### src/rtl/alu_arbiter_ctrl.sv
// Two-port round-robin front end for a shared combinational ALU.
// Holds operands across a multicycle DIV window and resolves compares locally.
module alu_arbiter_ctrl #(
    parameter int WIDTH      = 128,
    parameter int DIV_CYCLES = 4
) (
    input  logic             clk,
    input  logic             rst_n,
    input  logic             req0_valid,
    output logic             req0_ready,
    input  logic [3:0]       req0_opcode,
    input  logic [WIDTH-1:0] req0_a,
    input  logic [WIDTH-1:0] req0_b,
    input  logic [4:0]       req0_shamt,
    input  logic             req1_valid,
    output logic             req1_ready,
    input  logic [3:0]       req1_opcode,
    input  logic [WIDTH-1:0] req1_a,
    input  logic [WIDTH-1:0] req1_b,
    input  logic [4:0]       req1_shamt,
    output logic             rsp_valid,
    input  logic             rsp_ready,
    output logic             rsp_id,
    output logic [WIDTH-1:0] rsp_result,
    output logic             rsp_carry,
    output logic             rsp_zero,
    output logic             rsp_sign,
    output logic             rsp_err,
    output logic [3:0]       alu_opcode,
    output logic [WIDTH-1:0] alu_input1,
    output logic [WIDTH-1:0] alu_input2,
    output logic [4:0]       alu_shiftValue,
    input  logic [WIDTH-1:0] alu_result,
    input  logic             alu_carryFlag,
    input  logic             alu_zeroFlag,
    input  logic             alu_signFlag
);

    localparam logic [1:0] IDLE = 2'd0;
    localparam logic [1:0] EXEC = 2'd1;
    localparam logic [1:0] RESP = 2'd2;

    localparam logic [3:0] OP_ADD  = 4'd0;
    localparam logic [3:0] OP_SUB  = 4'd1;
    localparam logic [3:0] OP_AND  = 4'd2;
    localparam logic [3:0] OP_OR   = 4'd3;
    localparam logic [3:0] OP_SLL  = 4'd4;
    localparam logic [3:0] OP_NAND = 4'd5;
    localparam logic [3:0] OP_SNE  = 4'd6;
    localparam logic [3:0] OP_SLTU = 4'd7;
    localparam logic [3:0] OP_SLT  = 4'd8;
    localparam logic [3:0] OP_DIV  = 4'd9;
    localparam logic [3:0] OP_SRL  = 4'd10;

    localparam logic [3:0] DIV_LOAD = 4'(DIV_CYCLES - 1);

    logic [1:0]       state;
    logic             ptr;
    logic [3:0]       cnt;
    logic [3:0]       op_r;
    logic [WIDTH-1:0] a_r;
    logic [WIDTH-1:0] b_r;
    logic [4:0]       sh_r;
    logic             id_r;

    logic             idle;
    logic             gnt0;
    logic             gnt1;
    logic             grant;
    logic [3:0]       g_op;
    logic             g_illegal;
    logic [WIDTH-1:0] c_res;
    logic             c_carry;

    // ALU flags for zero/sign are recomputed from the captured result
    logic unused_flags;
    assign unused_flags = alu_zeroFlag ^ alu_signFlag;

    assign idle       = (state == IDLE);
    assign gnt1       = req1_valid & (~req0_valid | ptr);
    assign gnt0       = req0_valid & ~gnt1;
    assign req0_ready = idle & gnt0;
    assign req1_ready = idle & gnt1;
    assign grant      = req0_ready | req1_ready;
    assign g_op       = gnt1 ? req1_opcode : req0_opcode;
    assign g_illegal  = (g_op > OP_SRL);

    assign rsp_valid      = (state == RESP);
    assign alu_opcode     = op_r;
    assign alu_input1     = a_r;
    assign alu_input2     = b_r;
    assign alu_shiftValue = sh_r;

    always_comb begin
        c_res   = '0;
        c_carry = 1'b0;
        case (op_r)
            OP_ADD, OP_SUB: begin
                c_res   = alu_result;
                c_carry = alu_carryFlag;
            end
            OP_AND, OP_OR, OP_SLL, OP_NAND, OP_SRL:
                c_res = alu_result;
            OP_DIV:
                c_res = (b_r == '0) ? '0 : alu_result;
            OP_SNE:
                c_res = {{(WIDTH-1){1'b0}}, a_r != b_r};
            OP_SLTU:
                c_res = {{(WIDTH-1){1'b0}}, a_r < b_r};
            OP_SLT:
                c_res = {{(WIDTH-1){1'b0}}, $signed(a_r) < $signed(b_r)};
            default: c_res = '0;
        endcase
    end

    always_ff @(posedge clk) begin
        if (!rst_n) begin
            state      <= IDLE;
            ptr        <= 1'b0;
            cnt        <= '0;
            op_r       <= '0;
            a_r        <= '0;
            b_r        <= '0;
            sh_r       <= '0;
            id_r       <= 1'b0;
            rsp_id     <= 1'b0;
            rsp_result <= '0;
            rsp_carry  <= 1'b0;
            rsp_zero   <= 1'b0;
            rsp_sign   <= 1'b0;
            rsp_err    <= 1'b0;
        end else begin
            case (state)
                IDLE: begin
                    if (grant) begin
                        op_r <= g_op;
                        a_r  <= gnt1 ? req1_a : req0_a;
                        b_r  <= gnt1 ? req1_b : req0_b;
                        sh_r <= gnt1 ? req1_shamt : req0_shamt;
                        id_r <= gnt1;
                        ptr  <= gnt0;
                        // Illegal opcodes never touch the ALU
                        if (g_illegal) begin
                            state      <= RESP;
                            rsp_id     <= gnt1;
                            rsp_result <= '0;
                            rsp_carry  <= 1'b0;
                            rsp_zero   <= 1'b1;
                            rsp_sign   <= 1'b0;
                            rsp_err    <= 1'b1;
                        end else begin
                            state <= EXEC;
                            cnt   <= (g_op == OP_DIV) ? DIV_LOAD : 4'd0;
                        end
                    end
                end
                EXEC: begin
                    if (cnt == 4'd0) begin
                        state      <= RESP;
                        rsp_id     <= id_r;
                        rsp_result <= c_res;
                        rsp_carry  <= c_carry;
                        rsp_zero   <= (c_res == '0);
                        rsp_sign   <= c_res[WIDTH-1];
                        rsp_err    <= 1'b0;
                    end else begin
                        cnt <= cnt - 4'd1;
                    end
                end
                RESP: begin
                    if (rsp_ready) state <= IDLE;
                end
                default: state <= IDLE;
            endcase
        end
    end

endmodule

### config.mk
export PLATFORM = sky130hd
export DESIGN_NAME = alu_arbiter_ctrl
export DESIGN_NICKNAME = d
export VERILOG_FILES = /design/src/rtl/alu_arbiter_ctrl.sv
export SDC_FILE = /design/constraint.sdc
export NUM_CORES = 1
export LEC_CHECK = 0
export CORE_AREA = 3 3 420 422
export DETAILED_ROUTE_END_ITERATION = 16
export DIE_AREA = 0 0 423 425
export PLACE_DENSITY = 0.31
export SYNTH_ARGS = -nofsm -noshare
export SYNTH_HDL_FRONTEND = slang
export SYNTH_SLANG_ARGS = --single-unit
### constraint.sdc
create_clock -name clk -period 2.8 [get_ports clk]
set_input_delay 0.56 -clock clk [delete_from_list [all_inputs] [get_ports clk]]
set_output_delay 0.56 -clock clk [all_outputs]
set_load 0.02 [all_outputs]
==> reports/metrics.yaml <==
outcome: "finished with violations"
violations: "negative setup slack"
rr_worst_depth: 12
peakVddDrop_uv: 471.8
syn2layout_area_growth_pct: 106.3
drive_above_1_share_pct: 21.59
synth.most_common_cell: "nand2_1"
syn-cell-area_um2: 19930
regToRegEndpoint: "rsp_result[38]"
synth_area_leader_cell: "dfxtp_1"
syn_inst: 2552
slew_viol_final: 0
ys_seq_area_share_pct: 40.67
path_max_fanout: 8
worstPathCellList: "buf_12, nor4_2, buf_4, nand4_1, or4_4, nor2_4, o21bai_4, a22o_4, buf_12, clkbuf_16, a22oi_2, nor2_1"
antenna_found_initial: 49
cts_made_buffers: 60
synthTopCellsByCount: "nand2_1 (565), nor2_1 (420), dfxtp_1 (405), a311oi_1 (267), clkbuf_1 (166)"
hold_buffers: 0
dp_hpwl_mm: 131.9
powerDensity_nw_per_um2: 832.0
htreeDepth: 2
final_hold_viol_count: 0
required_ps: 3360
endpoint_kind: "flop"
grt_setup_unrepaired: "true"
max_freq_ghz: 0.3321
row_count: 153
clock_path_buffers: 3
grt_max_degree: 77
wire_per_inst_um: 25.27
syn_avg_cell_area_um2: 7.811
worst_setup_path_start_kind: "flop"
place_congestion: 0.8698
setup_viol: 129
synth-seq-cells: 405
io_pins: 1067
grt_pass1_vias: 25160
tritoncts: "built"
worstMarginPinSlew_ps: 1223
dieHeight_um: 425
r2r_slack_ps: -210
die-area_um2: 179800
ant_nets: 0
timing.final.crit_share_pct: 107.5
reg2reg_from: "alu_input2[127]"
crit_slowest_cell: "or4_4"
path_common_cell: "buf_12"
place_inst: 6249
cp_top_family: "simple AND/OR/NAND/NOR gates"
grt_util_all_layers_pct: 16.96
slowest_delay_ps: 490
holdPathStages: 2
avgViaCountPerCell: 3.928
grt_overflow: 0
drt_iter0_drc: 1285
detailedPlace.worstSlack_ps: -761.2
clk_latency_ps: 690
leakagePower_nw: 15.95
cts_sinks: 405
mappedNetlistNets: 3348
synth_warnings: 0
final.setup_skew_ps: 46.67
fin_ws_ps: -210.9
yosys.area.top_type_share_pct: 40.67
final_cells: 6418
initial_core_util_pct: 11.49
cts.clk_slew.worst_paths_ps: 60
holdCritStartpoint: "req1_valid"
fin_hold_ws_ps: 386.9
max_slew_margin_pct: 18.44
synth_edf_count: 0
core_area_um2: 173400
drt-pass1-iter-count: 5
routed_wl_mm: 162.2
synth_area_leaders: "dfxtp_1 (41%), a311oi_1 (12%), nand2_1 (11%)"
die_w_um: 423
vias: 25210
async_reset_ff_share_pct: 0
port_buffers: 1064
final_util_pct: 23.71
period_minus_slack_ps: 3011
grt_pass1_wl_mm: 215.6
critPathBufInv: 4
root_buffer: "clkbuf_16"
crit_arrival_ps: 3570
drv_cap: 0
path_class: "flop to flop"
nNetsFinal: 4818
drc: 0
postSynth.topFlopCell: "dfxtp_1"
hp-class: "input port to flop"
ys_types: 54
hold_end: "ptr"
timing repair:
action,4_1_cts,5_1_grt
pin swaps,38,190
buffers inserted,7,12
gates resized for setup,143,147
cloned,7,14
endpoints found under the setup margin,133,130
how the worst max path moves through the flow:
stage / from / endpoint / slack, ps / depth (start not counted)
global route: alu_input2[46] / rsp_zero / -330 / 11
detailed placement: alu_input2[63] / rsp_result[0] / -760 / 12
floorplan: alu_input2[25] / rsp_result[0] / 250 / 10
finish: alu_input2[127] / rsp_result[38] / -210 / 12
global placement: alu_input2[1] / rsp_result[97] / -830 / 10
CTS: alu_input2[31] / rsp_result[17] / -220 / 12
cells in the final DEF, fill, tap and decap left out, types with 14 or more instances in the layout:
cell and count:
nand4_1 40, buf_4 465, clkbuf_16 71, nand2_1 564
inv_1 131, a21oi_1 62, o21ai_0 21, dfxtp_1 359
nor2_1 418, a311oi_1 266, clkbuf_8 16, ha_1 114
clkdlybuf4s50_1 1059, diode_2 22, buf_12 47, nor4_1 53
dfxtp_2 34, ha_4 16, clkbuf_1 14, a22oi_2 127
cell type report:
class	instances	area (µm²)
fill	19240	132300
timing repair buffer	1599	15630
multi-input combinational	1820	11780
sequential	405	8195
tap	2325	2909
clock buffer	90	1774
inverter	136	523.0
clock inverter	21	257.7
antenna	22	55.05
registers in the layout (all words and copies together), names as in the netlist:
register	cells
alu_input1	128
rsp_result	128
id_r	1
alu_opcode	4
alu_input2	128
rsp_zero	1
rsp_carry	1
rsp_err	1
ptr	1
alu_shiftValue	5
rsp_id	1
state	2
cnt	4
worst register-to-register path, stage by stage, from the launching register on:
cell	delay (ps)
dfxtp_1	360
buf_12	150
nor4_2	410
buf_4	180
nand4_1	130
or4_4	490
nor2_4	140
o21bai_4	80
a22o_4	310
buf_12	200
clkbuf_16	190
a22oi_2	190
nor2_1	60
layer usage:
layer | global-route usage, % | wire (µm) | vias up
li1 | - | - | 12120
met1 | 20.45 | 68200 | 12180
met2 | 30.73 | 82260 | 719
met3 | 3.264 | 7697 | 170
met4 | 4.157 | 3932 | 14
met5 | 0 | 91 | -
logic make-up (layout without fill, tap and decap cells):
family / Yosys count / in the layout / share of synthesized area (%)
simple gates: 1154 / 1154 / 23.99
compound gates: 533 / 535 / 20.77
flops: 405 / 405 / 40.67
buf+inv: 329 / 1846 / 6.358
fa+ha+maj: 130 / 130 / 8.160
mux: 1 / 1 / 0.05022
other cells: 0 / 22 / 0
report_power, final:
group	switching, mW	total (mW)	internal [mW]
Sequential	1.34	8.45	7.11
Combinational	9.25	17.7	8.42
Clock	3.36	8.09	4.73
Total	14.0	34.2	20.3
stage by stage:
stage                     power (mW)  TNS (ps)  instance area, µm²
after global routing           36.24    -28680               41080
after detailed placement       24.55    -98260               37110
final                          34.21    -16490               41120
after floorplan                14.73         0               19930
after CTS                      33.92    -25080               40020
after global placement         24.63   -109530               37110
Note: power is estimated with default switching activity, not from simulation.
